`config.mk`:
```
export PLATFORM = sky130hd
export DESIGN_NAME = imem_loader
export DESIGN_NICKNAME = d
export VERILOG_FILES = /design/src/rtl/imem_loader_pkg.sv /design/src/rtl/imem_loader_word_assembler.sv /design/src/rtl/imem_loader.sv
export SDC_FILE = /design/constraint.sdc
export NUM_CORES = 1
export LEC_CHECK = 0
export ABC_AREA = 1
export ABC_CLOCK_PERIOD_IN_PS = 5600
export CAP_MARGIN = 40
export CORE_UTILIZATION = 40
export CTS_BUF_LIST = sky130_fd_sc_hd__clkbuf_16
export DETAILED_ROUTE_END_ITERATION = 10
export PLACE_DENSITY = 0.62
export SYNTH_ARGS = -nofsm -noshare
export SYNTH_HDL_FRONTEND = slang
export SYNTH_SLANG_ARGS = --single-unit
```
`constraint.sdc`:
```
create_clock -name clock -period 5.6 [get_ports clock]
set_input_delay 1.12 -clock clock [delete_from_list [all_inputs] [get_ports clock]]
set_output_delay 1.12 -clock clock [all_outputs]
set_load 0.005 [all_outputs]
```
`src/rtl/imem_loader_pkg.sv`:
```
// +----------------------------------------------------------------------------+
// | imem_loader_pkg                                                            |
// | Shared loader state encoding and frame constants.                          |
// | Revision: 1.0                                                              |
// +----------------------------------------------------------------------------+
`default_nettype none

package imem_loader_pkg;

  typedef enum logic [2:0] {
    S_LEN0 = 3'd0,
    S_LEN1 = 3'd1,
    S_DATA = 3'd2,
    S_CHK  = 3'd3,
    S_DONE = 3'd4,
    S_ERR  = 3'd5
  } state_t;

  localparam int HDR_BYTES      = 2;
  localparam int BYTES_PER_WORD = 4;
  localparam int CHK_W          = 8;

endpackage

`default_nettype wire

```
`src/rtl/imem_loader_word_assembler.sv`:
```
// +----------------------------------------------------------------------------+
// | word_assembler                                                             |
// | Collects little-endian bytes into 32-bit words, one-cycle word_valid.      |
// | Revision: 1.0                                                              |
// +----------------------------------------------------------------------------+
`default_nettype none

module word_assembler
  import imem_loader_pkg::*;
(
  input  logic        clock,
  input  logic        reset,
  input  logic        clear,
  input  logic        byte_valid,
  input  logic [7:0]  byte_data,
  output logic        word_valid,
  output logic [31:0] word
);

  localparam logic [1:0] c_last_idx = 2'(BYTES_PER_WORD - 1);

  logic [23:0] r_shift;
  logic [1:0]  r_idx;
  logic        r_word_valid;
  logic [31:0] r_word;

  always_ff @(posedge clock or posedge reset) begin
    if (reset) begin
      r_shift      <= '0;
      r_idx        <= '0;
      r_word_valid <= 1'b0;
      r_word       <= '0;
    end else begin
      r_word_valid <= 1'b0;
      if (clear) begin
        r_shift <= '0;
        r_idx   <= '0;
      end else if (byte_valid) begin
        if (r_idx == c_last_idx) begin
          r_word       <= {byte_data, r_shift};
          r_word_valid <= 1'b1;
          r_idx        <= '0;
        end else begin
          r_shift <= {byte_data, r_shift[23:8]};
          r_idx   <= r_idx + 2'd1;
        end
      end
    end
  end

  assign word_valid = r_word_valid;
  assign word       = r_word;

endmodule

`default_nettype wire

```
`src/rtl/imem_loader.sv`:
```
// +----------------------------------------------------------------------------+
// | imem_loader                                                                |
// | Boot loader: byte stream -> instruction RAM, holds CPU until image done.   |
// | Optional trailing XOR checksum via IMEM_LOADER_CHECKSUM_EN.                |
// | Revision: 1.0                                                              |
// +----------------------------------------------------------------------------+
`default_nettype none

module imem_loader
  import imem_loader_pkg::*;
#(
  parameter int ADDR_W = 12,
  parameter int DEPTH  = 4096
) (
  input  logic              clock,
  input  logic              reset,
  input  logic              load_req,
  input  logic              rx_valid,
  input  logic [7:0]        rx_data,
  output logic              rx_ready,
  output logic              imem_wen,
  output logic [ADDR_W-1:0] imem_addr,
  output logic [31:0]       imem_data,
  output logic              cpu_hold,
  output logic              load_done,
  output logic              load_err,
  output logic [ADDR_W:0]   words_written
);

  localparam logic [16:0]   c_depth = 17'(DEPTH);
  localparam logic [ADDR_W:0] c_one = (ADDR_W + 1)'(1);

  state_t            r_state;
  logic [7:0]        r_len_lo;
  logic [ADDR_W:0]   r_n;
  logic [ADDR_W:0]   r_k;
  logic              r_cpu_hold;
  logic              r_done;
  logic              r_err;
`ifdef IMEM_LOADER_CHECKSUM_EN
  logic [CHK_W-1:0]  r_chk;
`endif

  logic              w_xfer;
  logic              w_data_byte;
  logic              w_word_valid;
  logic [31:0]       w_word;
  logic [15:0]       w_len;
  logic [ADDR_W:0]   w_k_next;

  // The write cycle after a fourth byte is the only stall inside an active state.
  assign rx_ready    = (r_state inside {S_LEN0, S_LEN1, S_DATA, S_CHK}) && !w_word_valid;
  assign w_xfer      = rx_valid && rx_ready;
  assign w_data_byte = w_xfer && (r_state == S_DATA) && !load_req;
  assign w_len       = {rx_data, r_len_lo};
  assign w_k_next    = r_k + c_one;

  word_assembler u_word_assembler (
    .clock      (clock),
    .reset      (reset),
    .clear      (load_req),
    .byte_valid (w_data_byte),
    .byte_data  (rx_data),
    .word_valid (w_word_valid),
    .word       (w_word)
  );

  always_ff @(posedge clock or posedge reset) begin
    if (reset) begin
      r_state    <= S_LEN0;
      r_len_lo   <= '0;
      r_n        <= '0;
      r_k        <= '0;
      r_cpu_hold <= 1'b1;
      r_done     <= 1'b0;
      r_err      <= 1'b0;
`ifdef IMEM_LOADER_CHECKSUM_EN
      r_chk      <= '0;
`endif
    end else if (load_req) begin
      r_state    <= S_LEN0;
      r_len_lo   <= '0;
      r_n        <= '0;
      r_k        <= '0;
      r_cpu_hold <= 1'b1;
      r_done     <= 1'b0;
      r_err      <= 1'b0;
`ifdef IMEM_LOADER_CHECKSUM_EN
      r_chk      <= '0;
`endif
    end else begin
      // Release lags DONE by one cycle so the final write lands before any fetch.
      r_cpu_hold <= (r_state != S_DONE);
`ifdef IMEM_LOADER_CHECKSUM_EN
      if (w_xfer && r_state != S_CHK) r_chk <= r_chk ^ rx_data;
`endif
      case (r_state)
        S_LEN0: begin
          if (w_xfer) begin
            r_len_lo <= rx_data;
            r_state  <= S_LEN1;
          end
        end
        S_LEN1: begin
          if (w_xfer) begin
            if (w_len == 16'd0) begin
`ifdef IMEM_LOADER_CHECKSUM_EN
              r_state <= S_CHK;
`else
              r_state <= S_DONE;
              r_done  <= 1'b1;
`endif
            end else if ({1'b0, w_len} > c_depth) begin
              r_state <= S_ERR;
              r_err   <= 1'b1;
            end else begin
              r_n     <= w_len[ADDR_W:0];
              r_state <= S_DATA;
            end
          end
        end
        S_DATA: begin
          if (w_word_valid) begin
            r_k <= w_k_next;
            if (w_k_next == r_n) begin
`ifdef IMEM_LOADER_CHECKSUM_EN
              r_state <= S_CHK;
`else
              r_state <= S_DONE;
              r_done  <= 1'b1;
`endif
            end
          end
        end
`ifdef IMEM_LOADER_CHECKSUM_EN
        S_CHK: begin
          if (w_xfer) begin
            if (rx_data == r_chk) begin
              r_state <= S_DONE;
              r_done  <= 1'b1;
            end else begin
              r_state <= S_ERR;
              r_err   <= 1'b1;
            end
          end
        end
`endif
        default: ;
      endcase
    end
  end

  assign imem_wen      = w_word_valid;
  assign imem_addr     = r_k[ADDR_W-1:0];
  assign imem_data     = w_word;
  assign cpu_hold      = r_cpu_hold;
  assign load_done     = r_done;
  assign load_err      = r_err;
  assign words_written = r_k;

endmodule

`default_nettype wire

```
; ---- After elaboration in Yosys (flattened, before gate mapping)
; Index checks and enable logic that the tools add are counted.
[word_totals]
regBits = 99
input_bits = 12
out_inout_bits = 62
wordCells = 95
[op_classes]
add_sub_neg = 2
n_lt_le_gt_ge = 1
n_eq_ne = 14
muxes = 40
bitwise = 1
n_reduce_logical = 26
[op_table]
columns = op, count
row1 = 13-bit two-way mux, 8
row2 = 24-bit two-way mux, 3
row3 = 8-bit two-way mux, 3
row4 = 3-bit two-way mux, 7
row5 = "16-bit by 13-bit > comparator with 1-bit output, second input constant", 1
row6 = 16-bit zero test, 1
row7 = 1-bit two-way mux, 14
row8 = 2-bit nonzero test, 7
row9 = "13-bit by 1-bit adder with 13-bit output, second input constant", 1
row10 = 13-bit == test, 1
row11 = 5-bit AND reduction, 2
row12 = "3-bit by 2-bit inequality test with 1-bit output, second input constant", 3
row13 = "3-bit inequality test, second input constant", 3
row14 = 3-bit case mux with 3 select lines, 1
row15 = 4-bit AND reduction, 2
row16 = 4-bit nonzero test, 2
row17 = "3-bit by 2-bit == test with 1-bit output, second input constant", 2
row18 = 2-bit two-way mux, 3
row19 = "2-bit inequality test, second input constant", 3
row20 = 2-bit AND reduction, 3
row21 = 1-bit logical AND, 4
row22 = "3-bit by 1-bit == test with 1-bit output, second input constant", 1
row23 = 3-bit zero test, 1
row24 = 3-bit AND reduction, 1
row25 = 6 further kinds, 7

; ---- Depth between registers and ports, before layout
[logic_depth]
depth_word = 8
ltp_mapped = 16
depth_no_buf = 16

; ---- Cells and area by module
; A second synthesis with hierarchy kept.
[unflattened]
cells_unflattened = 597
hier_area_um2 = 4937.2
[by_module_without_submodules]
columns = module, n_inst, cells_per_inst, area_each_um2, seq_area_each_um2
row1 = word_assembler, 1, 266, 2534.9, 1476.4
row2 = imem_loader, 1, 331, 2402.3, 1002.2

; ---- Least setup slack after synthesis
; No wires, ideal clock.
[synth_path]
path_type = input to register
start = in rx_data[1]
end = reg r_n[0]
arrival_ps = 2229
path_slack_ps = 3297
cell_stages = 8
path_buffers = 1
cell_sequence = nor4_2 -> nand4_1 -> nand2_1 -> o21ai_2 -> a21oi_4 -> buf_6 -> nand3_1 -> o21ai_2
[synth_via]
elab_chain_cells = 3
elab_cells_between_ends = 5
[synth_lines]
columns = item, line_no
row1 = "start, declared", imem_loader.sv:19  ; input logic [7:0] rx_data,
row2 = 16-bit by 13-bit > comparator with 1-bit output / 16-bit zero test (equally long branches), "imem_loader.sv:113, imem_loader.sv:106"
row3 = 2-bit inequality test (no line), n/a
row4 = 4-bit AND reduction (no line) (*), n/a
row5 = "end signal, assigned", imem_loader.sv:117  ; r_n <= w_len[ADDR_W:0];
row6 = "end, declared", imem_loader.sv:35  ; logic [ADDR_W:0] r_n;
; Mark *: on every way between the ends. The rest lies on a longest branch, timed or not.
; A chain may end at the register's enable or synchronous reset.

; ---- Final worst setup path
[layout_path]
start = in load_req
end = reg r_n[0]
[layout_via]
elab_chain_cells = 2
elab_cells_between_ends = 6
[layout_lines]
columns = item, line_no
row1 = "start, declared", imem_loader.sv:17  ; input logic load_req,
row2 = 2-bit inequality test (no line) / 2-bit nonzero test (equally long branches), n/a
row3 = 4-bit AND reduction (no line), n/a
; Several ways; a longest one is shown, not always the timed one.

==> impl_results.md <==
- Status: finished, final reports clean
- Global route overflow: 0
- Worst Slack Setup Final: around 2.2 ns
- Highest-delay cell along the critical path: clkdlybuf4s50_1
- Initial DRC count: 221
- DRC: 0
- Syn nets: 577
- Post-CTS setup repair buffer count: 0
- Vias per inst: 4.94
- CP Capture Type: flop
- Die W: 110 µm
- # hold bufs at CTS: 0
- Setup Crit Path Kind: in2reg
- First-pass GRT wire length: about 17000 µm
- Antenna Nets Post-Route: 0
- Largest cells by area after synthesis: dfrtp_1 (53%), nand2_1 (10%), nand3_1 (6.3%), inv_1 (5.9%), o21ai_0 (5.2%)
- Max Clk Rate: ~300 MHz
- Worst setup SP type: input port
- Slew HR: 55.2%
- Via count: 3800
- Max Cap Violations: 0
- Clock latency on the worst-skew pair: 0.34 ns
- Sequential element share of the synthesized area: around 53%
- RSZ-0062 raised after global routing: false
- Filler cells: 1085
- Hold endpoint: load_done
- Synth-to-Final Area Change: 22.5%
- Pin slew with the least headroom to its limit: 0.671 ns
- Number of synthesized flops with an enable pin: 0
- Total wire length: 10400 µm
- Post-cts sizing count: 0
- Placed insts: 753
- Final Core Density: 50.2%
- Crit path time final: 3.39 ns
- 1st-pass router iterations: 4
- Critical path buffer and inverter count: 2
- Setup Total Neg Slack: 0 ns
- Pwr Total: ~1800 µW
- Clock Sinks: 99
- Top cell family by delay on the critical path: buffers and inverters
- Placement Rows: 39
- Worst Reg-to-Reg Cells: 14
- Root Driver: clkbuf_16
- Reg-to-reg endpoint: r_state[0]
- XOR/XNOR Fraction of Synth Area: 0%
- Chip height: 110 µm
- Worst r2r src: words_written[0]
- Post-synthesis instance total: about 560
- WHS Path Cells: 2
- Placement Setup Slack: ~1.9 ns
- Flop-to-flop setup slack: 3.50 ns
- Cell area after synthesis: roughly 0.0047 mm²
- Top_reg_cell synth: dfrtp_1
- Die area: 0.0121 mm²
- CTS tree: built
- Port buffer count: 73
- Ratio of cells with drive above 1 in the final layout: 7.35%
- Gpl congestion: 0.866
- Flops & latches, synth: 99
- Fin Clk Skew: 0.00668 ns
- PwrDens: 309 mW/mm²
- Post-Synth Adder-Cell Area: 0.537%
- Yosys cell types: 28
- Post-synth top area cell: dfrtp_1
- Worst Hold Class: reg2reg
- Pin count of the biggest net entering global routing: 62
- Post-synthesis compound-gate area fraction: 12.5%
- Post-route insts no fill: around 770
- GRT Resource Usage Total: 18.6%
- Initial Util: 41.0%
- CP peak stage delay: 0.86 ns
- Syn avg cell area: 8.28 µm²
- Post-synth ARST share: 100%
- H-tree Lvls: 3
- Largest fanout on the critical path: 36
- Worst path cell trace: clkdlybuf4s50_1, inv_2, nand2_1, o21ai_1, a21oi_4, nand3_1, o21ai_2
- # IOs: 74
- Worst EP arrival: 3.66 ns
- Core Region: 0.0114 mm²
- VDD IR-drop max: about 0.00014 V
- TritonCTS Buffers: 9
- Worst Hold Launch: load_done
- Final setup violation count: 0
- Initial antenna violation count: 0
- Fin. Hold Viols: 0
- CTS Buffer Depth: 2
- Top cell type's share of synthesized area: a little over half
- Final nets: between 600 and 700
- Routed WL per cell: 13.5 µm
- Yosys warns: 0
- Vias in the first global route: about 3600
- Final cycle utilization of the critical path: 60.5%
- Diodes inserted: 0
- CP Data Required Time: about 6 ns
- Simple-gate portion of the synthesized area: 23.2%
- Multiplexer area fraction after synthesis: 0%
- CTS clk-pin slew, worst paths: 0.07 ns
- Leakage power: 0.00248 µW
- Post-DP HPWL: 7580 µm
- Pins Over Slew Limit: 0
- Largest family of logic cells by synthesized area: simple AND/OR/NAND/NOR gates
[power by group]
group	switching [µW]	total (µW)	internal, µW
combinational	210	333	123
clock	264	563	299
sequential	60.5	869	809
total	535	1770	1230
[placed cells by master, fill, tap and decap left out]
master	synthesis	final
inv_4	0	1
nand3_1	59	59
buf_12	0	1
a21oi_2	1	1
clkinv_2	0	2
clkinv_4	0	1
clkbuf_16	0	9
clkdlybuf4s50_1	0	73
a21oi_4	1	1
o31ai_1	6	6
nand2_2	6	6
nand2_1	128	128
clkinvlp_4	0	3
nor2_4	2	2
buf_4	15	4
o21ai_1	31	31
inv_1	73	72
o21ai_0	48	48
a21oi_1	5	5
o21ai_2	4	4
buf_16	0	1
nor3_1	5	5
inv_2	3	3
nor2_2	4	4
nor4_2	1	1
clkinv_1	0	1
dfrtp_1	98	98
nor2_1	38	38
o22ai_1	9	9
ha_1	2	2
nand3_2	1	1
dfstp_2	1	1
nand4_1	5	5
[state kept, by name (all words and copies together) (netlist names)]
register                     count
u_word_assembler.word           32
cpu_hold                         1
r_state                          3
words_written                   13
load_done                        1
load_err                         1
r_n                             13
r_len_lo                         8
u_word_assembler.r_shift        24
u_word_assembler.r_idx           2
u_word_assembler.word_valid      1
[logic make-up (layout without fill, tap and decap cells)]
group | count (synthesis) | count (layout)
simple gates | 249 | 249
flops | 99 | 99
buf+inv | 108 | 171
compound gates | 105 | 105
fa+ha+maj | 2 | 2
[worst reg2reg max path: cells and delay by family, from the launching register on]
family          cells  cell delay (ns)
compound gates      1             0.14
flops               1             0.45
simple gates       12             1.18
fa+ha+maj           1             0.21
[Yosys cell counts (5+ instances only)]
library cell / count
nand2_2: 6
o31ai_1: 6
buf_2: 7
nand2_1: 128
a21oi_1: 5
nor2_1: 38
dfrtp_1: 98
inv_1: 73
buf_4: 15
o21ai_0: 48
o22ai_1: 9
nand3_1: 59
nand4_1: 5
o21ai_1: 31
clkbuf_1: 5
nor3_1: 5
[area by class of cell]
| class | instances | area, µm² | share of cell area [%] |
|---|---|---|---|
| inverters | 76 | 288 | 5.04 |
| clock inverters | 7 | 45.0 | 0.788 |
| clock buffers | 9 | 225 | 3.94 |
| well taps | 143 | 179 | 3.13 |
| repair buffers | 79 | 808 | 14.1 |
| flip-flops and latches | 99 | 2480 | 43.4 |
| multi-input cells | 356 | 1690 | 29.6 |
[how the worst max path moves through the flow]
| stage | start | endpoint | slack [ns] | cells after the start |
|---|---|---|---|---|
| after floorplan | reset | load_done | 1.89 | 1 |
| after global placement | load_req | u_word_assembler.word[31] | 1.95 | 6 |
| after detailed placement | load_req | r_n[0] | 1.88 | 7 |
| after CTS | load_req | r_n[0] | 2.22 | 7 |
| after global routing | load_req | r_n[0] | 1.97 | 7 |
| final | load_req | r_n[0] | 2.21 | 7 |
[per-layer routing]
| layer | track usage [%] | wire (µm) | vias up |
|---|---|---|---|
| met3 | 2.94 | 424 | 7 |
| li1 | - | - | 1923 |
| met5 | 0 | 0 | - |
| met1 | 26.4 | 5190 | 1778 |
| met4 | 7.52 | 48 | 0 |
| met2 | 28.3 | 4750 | 92 |
[stage by stage]
stage          cell area (µm²)  hold WS (ns)
4_1_cts                   5710         0.490
3_3_place_gp              5390         0.457
2_1_floorplan             4660         0.446
3_5_place_dp              5440         0.473
5_1_grt                   5710         0.512
6_report                  5710         0.481
(Power assumes the default switching activity.)
